**src/rtl/change_det_mc.sv**
```systemverilog
// Multi-channel change detector with mode filtering, sticky pend/ovr flags and a combined irq.
// Define CHANGE_DET_DEBOUNCE_EN to build the STABLE-sample debounce filter; otherwise every change commits at once.
module change_det_mc #(
  parameter int unsigned WID    = 8,
  parameter int unsigned CHN    = 4,
  parameter int unsigned STABLE = 4
) (
  input  logic               clk,
  input  logic               rst,
  input  logic               ce,
  input  logic [CHN*WID-1:0] i,
  input  logic [2*CHN-1:0]   mode,
  input  logic [CHN-1:0]     ack,
  output logic [CHN*WID-1:0] hold_o,
  output logic [CHN-1:0]     pend,
  output logic [CHN-1:0]     ovr,
  output logic               irq
);

  typedef enum logic [1:0] {
    MODE_ANY  = 2'b00,
    MODE_RISE = 2'b01,
    MODE_FALL = 2'b10,
    MODE_OFF  = 2'b11
  } mode_e;

  if (STABLE < 1) begin : g_bad_stable
    $error("change_det_mc: STABLE must be at least 1");
  end

  for (genvar c = 0; c < CHN; c++) begin : g_ch
    logic [WID-1:0] x;
    logic [WID-1:0] hold;
    logic           commit;
    logic           rise;
    logic           fall;
    logic           evt;
    logic           pend_q;
    logic           ovr_q;
    mode_e          m;

    assign x = i[c*WID +: WID];
    assign m = mode_e'(mode[2*c +: 2]);

`ifdef CHANGE_DET_DEBOUNCE_EN
    localparam int unsigned CW = $clog2(STABLE + 1);
    localparam logic [CW-1:0] STB = CW'(STABLE);

    logic [WID-1:0] cand;
    logic [WID-1:0] cand_n;
    logic [CW-1:0]  cnt;
    logic [CW-1:0]  cnt_n;
    logic [CW-1:0]  cnt_inc;

    assign cnt_inc = cnt + CW'(1);

    // A return to hold zeroes cnt but keeps cand, so resuming cand restarts at 1.
    always_comb begin
      cand_n = cand;
      cnt_n  = cnt;
      commit = 1'b0;
      if (ce) begin
        if (x == hold) begin
          cnt_n = '0;
        end else if (x != cand) begin
          cand_n = x;
          cnt_n  = CW'(1);
          commit = (STABLE == 1);
        end else begin
          cnt_n  = cnt_inc;
          commit = (cnt_inc == STB);
        end
        if (commit) cnt_n = '0;
      end
    end

    always_ff @(posedge clk) begin
      if (rst) begin
        cand <= x;
        cnt  <= '0;
      end else begin
        cand <= cand_n;
        cnt  <= cnt_n;
      end
    end
`else
    assign commit = ce && (x != hold);
`endif

    always_comb begin
      rise = |(x & ~hold);
      fall = |(~x & hold);
      evt  = 1'b0;
      if (commit) begin
        unique case (m)
          MODE_ANY:  evt = 1'b1;
          MODE_RISE: evt = rise;
          MODE_FALL: evt = fall;
          MODE_OFF:  evt = 1'b0;
          default:   evt = 1'b0;
        endcase
      end
    end

    // Event beats a same-edge ack for pend; ack always clears ovr.
    always_ff @(posedge clk) begin
      if (rst) begin
        hold   <= x;
        pend_q <= 1'b0;
        ovr_q  <= 1'b0;
      end else begin
        if (commit) hold <= x;
        pend_q <= evt | (pend_q & ~ack[c]);
        ovr_q  <= ~ack[c] & (ovr_q | (evt & pend_q));
      end
    end

    assign hold_o[c*WID +: WID] = hold;
    assign pend[c]              = pend_q;
    assign ovr[c]               = ovr_q;
  end

  assign irq = |pend;

endmodule
```
**config.mk**
```make
export PLATFORM = sky130hd
export DESIGN_NAME = change_det_mc
export DESIGN_NICKNAME = d
export VERILOG_FILES = /design/src/rtl/change_det_mc.sv
export SDC_FILE = /design/constraint.sdc
export NUM_CORES = 1
export LEC_CHECK = 0
export ABC_AREA = 1
export BUFFER_PORTS_ARGS = -buffer_cell sky130_fd_sc_hd__buf_2
export CAP_MARGIN = 20
export CORE_MARGIN = 4
export CORE_UTILIZATION = 55
export DETAILED_ROUTE_END_ITERATION = 7
export PLACE_DENSITY_LB_ADDON = 0.2
export SLEW_MARGIN = 30
export SYNTH_ARGS = -nofsm -noshare
export SYNTH_HDL_FRONTEND = slang
export SYNTH_SLANG_ARGS = --single-unit
```
**constraint.sdc**
```tcl
create_clock -name clk -period 4.9 [get_ports clk]
set_clock_uncertainty 0.2 [all_clocks]
set_input_delay 0.49 -clock clk [delete_from_list [all_inputs] [get_ports clk]]
set_output_delay 0.49 -clock clk [all_outputs]
set_load 0.05 [all_outputs]
```
==> flow_summary.toml <==
[grt]
grt_util_met1_pct = 23.5
grt-ovfl-total = 0
grt_max_degree = 12
grt_pass1_wl_um = 8850
grt_antenna_before_repair = 0
top_usage_layer = "met2"
grtUsageMet2_pct = 30.7
gr-usage-all-layers_pct = 18.1
met3_usage_pct = 3.56
grt_pass1_vias = 2017

[pwr]
p_comb_share_pct = 25.4
p_int_uw = 571
clkPwrFrac_pct = 26.6
power.density_nw_per_um2 = 261
pwr-share-seq_pct = 48.0
ir_worst_vdd_mv = 0.178
netSwitchingPower_uw = 281
leakagePower_nw = 1.86
p_sw_share_pct = 33.0

[die]
rows = 25
ios = 88
die_area_sq_um = 6130
start_util_pct = 57.1
coreArea_sq_um = 4750
dieWidth_um = 78.3
die_h_um = 78.3

[critical_path]
rr_endpoint = "g_ch[1].hold[3]$_DFFE_PP_"
crit_path_end_kind = "output port"
cp.required_ns = 4.21
worst_path_largest_cell_delay_ns = 0.51
critPathCapture = "irq"
critPathMaxFanout = 3
critPathKind = "flip-flop to output port"
reg2reg_depth = 4
cp_data_arrival_time_ns = 1.35
slowest_stage = "or4_1"
cp-startpoint = "g_ch[1].pend_q$_SDFF_PP0_"
crit_chain = "or4_1 -> buf_2"
start_kind = "flip-flop"
reg2reg_slack_ns = 3.10
regToRegStartpoint = "g_ch[1].hold[6]$_DFFE_PP_"

[route]
drt_iter0_drc = 64
viasPerCell = 4.70
ant_nets = 0
wl_per_cell_um = 12.1
vias = 2089
dr.pass1.iters = 4
routed_wl_um = 5350
drc = 0

[sta]
slew_headroom_pct = 75.7
timing.setup.tns_ns = 0
worst_pin_slew_ns = 0.363
fin_crit_sh_pct = 41.7
clock.fmax_ghz = 0.489
setup_viol = 0
layout_min_cycle_time_ns = 2.04
finalHoldViolCount = 0
rsz0062_at_grt = "false"
slew_viol_final = 0

[final_layout]
n_fill_cell = 438
fin_nets = 487
n_antenna_cell = 0
area_delta_synth_final_pct = 20.2
seq_area_sq_um = 1120
final_layout_size_suffix_gt1_share_pct = 24.9
stdcell_area_sq_um = 3270
multiInputGateArea_sq_um = 1260

[synth]
yosys-top-cells-count = "inv_1 (72), ha_1 (64), nor2_1 (42)"
synth_top_family_by_area = "adder cells"
synthAdderAreaFrac_pct = 29.5
yosys_warnings = 0
yosysUniqueCellTypes = 15
yosys.area_share.xor_xnor_pct = 0
yosysMostFrequentCell = "inv_1"
synth_edf_count = 32
yosysTopAreaCell = "edfxtp_1"
muxShareOfSynthArea_pct = 0
seq_area_frac_synth_pct = 41.3
async_flop_share_pct = 0
ys_dominant_reg_cell = "edfxtp_1"
yosys.area_share.simple_pct = 15.4
syn_area_per_cell_sq_um = 9.37
yosys_register_bits = 40
synth_compound_area_share_pct = 1.66
synth_cells = 290
synth_nets = 401
synthTopCellsByArea = "edfxtp_1 (35%), ha_1 (29%), inv_1 (9.9%)"
synth.cell_area_sq_um = 2720
synth_top_area_share_pct = 35.4

[clock_network]
cts_tree = "yes"
cts.reportedPaths.clkPinSlew_ns = 0.08
clock-sinks = 40
cts_buffers = 5
clock_latency_ns = 0.29
htreeDepth = 2
postCtsHoldBufs = 0
post_cts_buffers = 0
cts_resized = 0
clockRootBuffer = "clkbuf_8"
clockBufferDepth = 2

[placement]
hpwlAfterDp_um = 4460
port_buffers = 87
gp_congestion = 0.878
placed_area_sq_um = 3180

[run]
maxCapViolCount = 0

[status]
status = "finished, final reports clean"

[hold_path]
worstHoldPathType = "input port to flip-flop"
## cells in the final DEF (no fill, tap or decap)
cell / n
clkbuf_1: 2
clkbuf_8: 6
nand2_1: 32
ha_1: 64
edfxtp_1: 32
o21ai_1: 8
nand4_1: 9
buf_2: 87
inv_1: 72
or4_1: 1
or2_2: 1
nand3b_1: 3
or3_1: 3
dfxtp_1: 8
nor2_1: 42
nand3_1: 6
a21oi_1: 1
## how the worst min path moves through the flow
stage / endpoint / start / cells after the start / slack, ns
global placement: g_ch[1].ovr_q$_SDFF_PP0_ / g_ch[1].ovr_q$_SDFF_PP0_ / 2 / 0.24
CTS: g_ch[1].hold[5]$_DFFE_PP_ / i[13] / 1 / 0.20
floorplan: g_ch[2].ovr_q$_SDFF_PP0_ / g_ch[2].ovr_q$_SDFF_PP0_ / 2 / 0.23
global route: g_ch[1].hold[5]$_DFFE_PP_ / i[13] / 1 / 0.20
detailed placement: g_ch[0].ovr_q$_SDFF_PP0_ / g_ch[0].ovr_q$_SDFF_PP0_ / 2 / 0.25
finish: g_ch[1].hold[5]$_DFFE_PP_ / i[13] / 1 / 0.20
## flip-flops by register name (all words and copies together), names as in the netlist
register,cells
g_ch.pend_q,4
g_ch.ovr_q,4
g_ch.hold,32
## layout make-up
cell class	instances	area share, %
Multi-Input combinational cell	170	38.7
Sequential cell	40	34.3
Timing Repair Buffer	87	13.3
Inverter	72	8.28
Clock buffer	8	2.76
Tap cell	67	2.57
## critical path: cells and delay by family, from the launching register on
family | cells | cell delay (ns)
buffers and inverters | 1 | 0.23
DFF | 1 | 0.33
and+or+nand+nor | 1 | 0.51
## through the flow
stage | hold slack [ns] | instances | setup WS, ns | util (%) | power, mW
after global routing | 0.196 | 444 | 2.80 | 68.7 | 0.901
after floorplan | 0.226 | 290 | 3.00 | - | 0.568
after global placement | 0.242 | 436 | 2.94 | 66.8 | 0.630
after CTS | 0.198 | 444 | 2.83 | 68.7 | 0.863
final | 0.205 | 444 | 2.86 | 68.7 | 0.852
after detailed placement | 0.245 | 436 | 2.90 | 66.8 | 0.635
## layer usage
layer	vias to the layer above	part of all wire, %
li1	1073	-
met1	955	46
met2	55	48
met3	6	5.0
met4	0	1.1
met5	-	0
## cells by family after synthesis
| family | after synthesis |
|---|---|
| buffers and inverters | 80 |
| AO/OA/AOI/OAI | 9 |
| AND/OR/NAND/NOR | 97 |
| flip-flops | 40 |
| adder cells (fa/ha/maj) | 64 |
## power by group through the flow
stage	Combinational [mW]	Sequential, mW	Clock [mW]
finish	0.216	0.409	0.226
global placement	0.214	0.416	0
detailed placement	0.218	0.417	0
floorplan	0.0916	0.476	0
CTS	0.220	0.409	0.234
global route	0.241	0.412	0.248
Note: power is estimated with default switching activity, not from simulation.
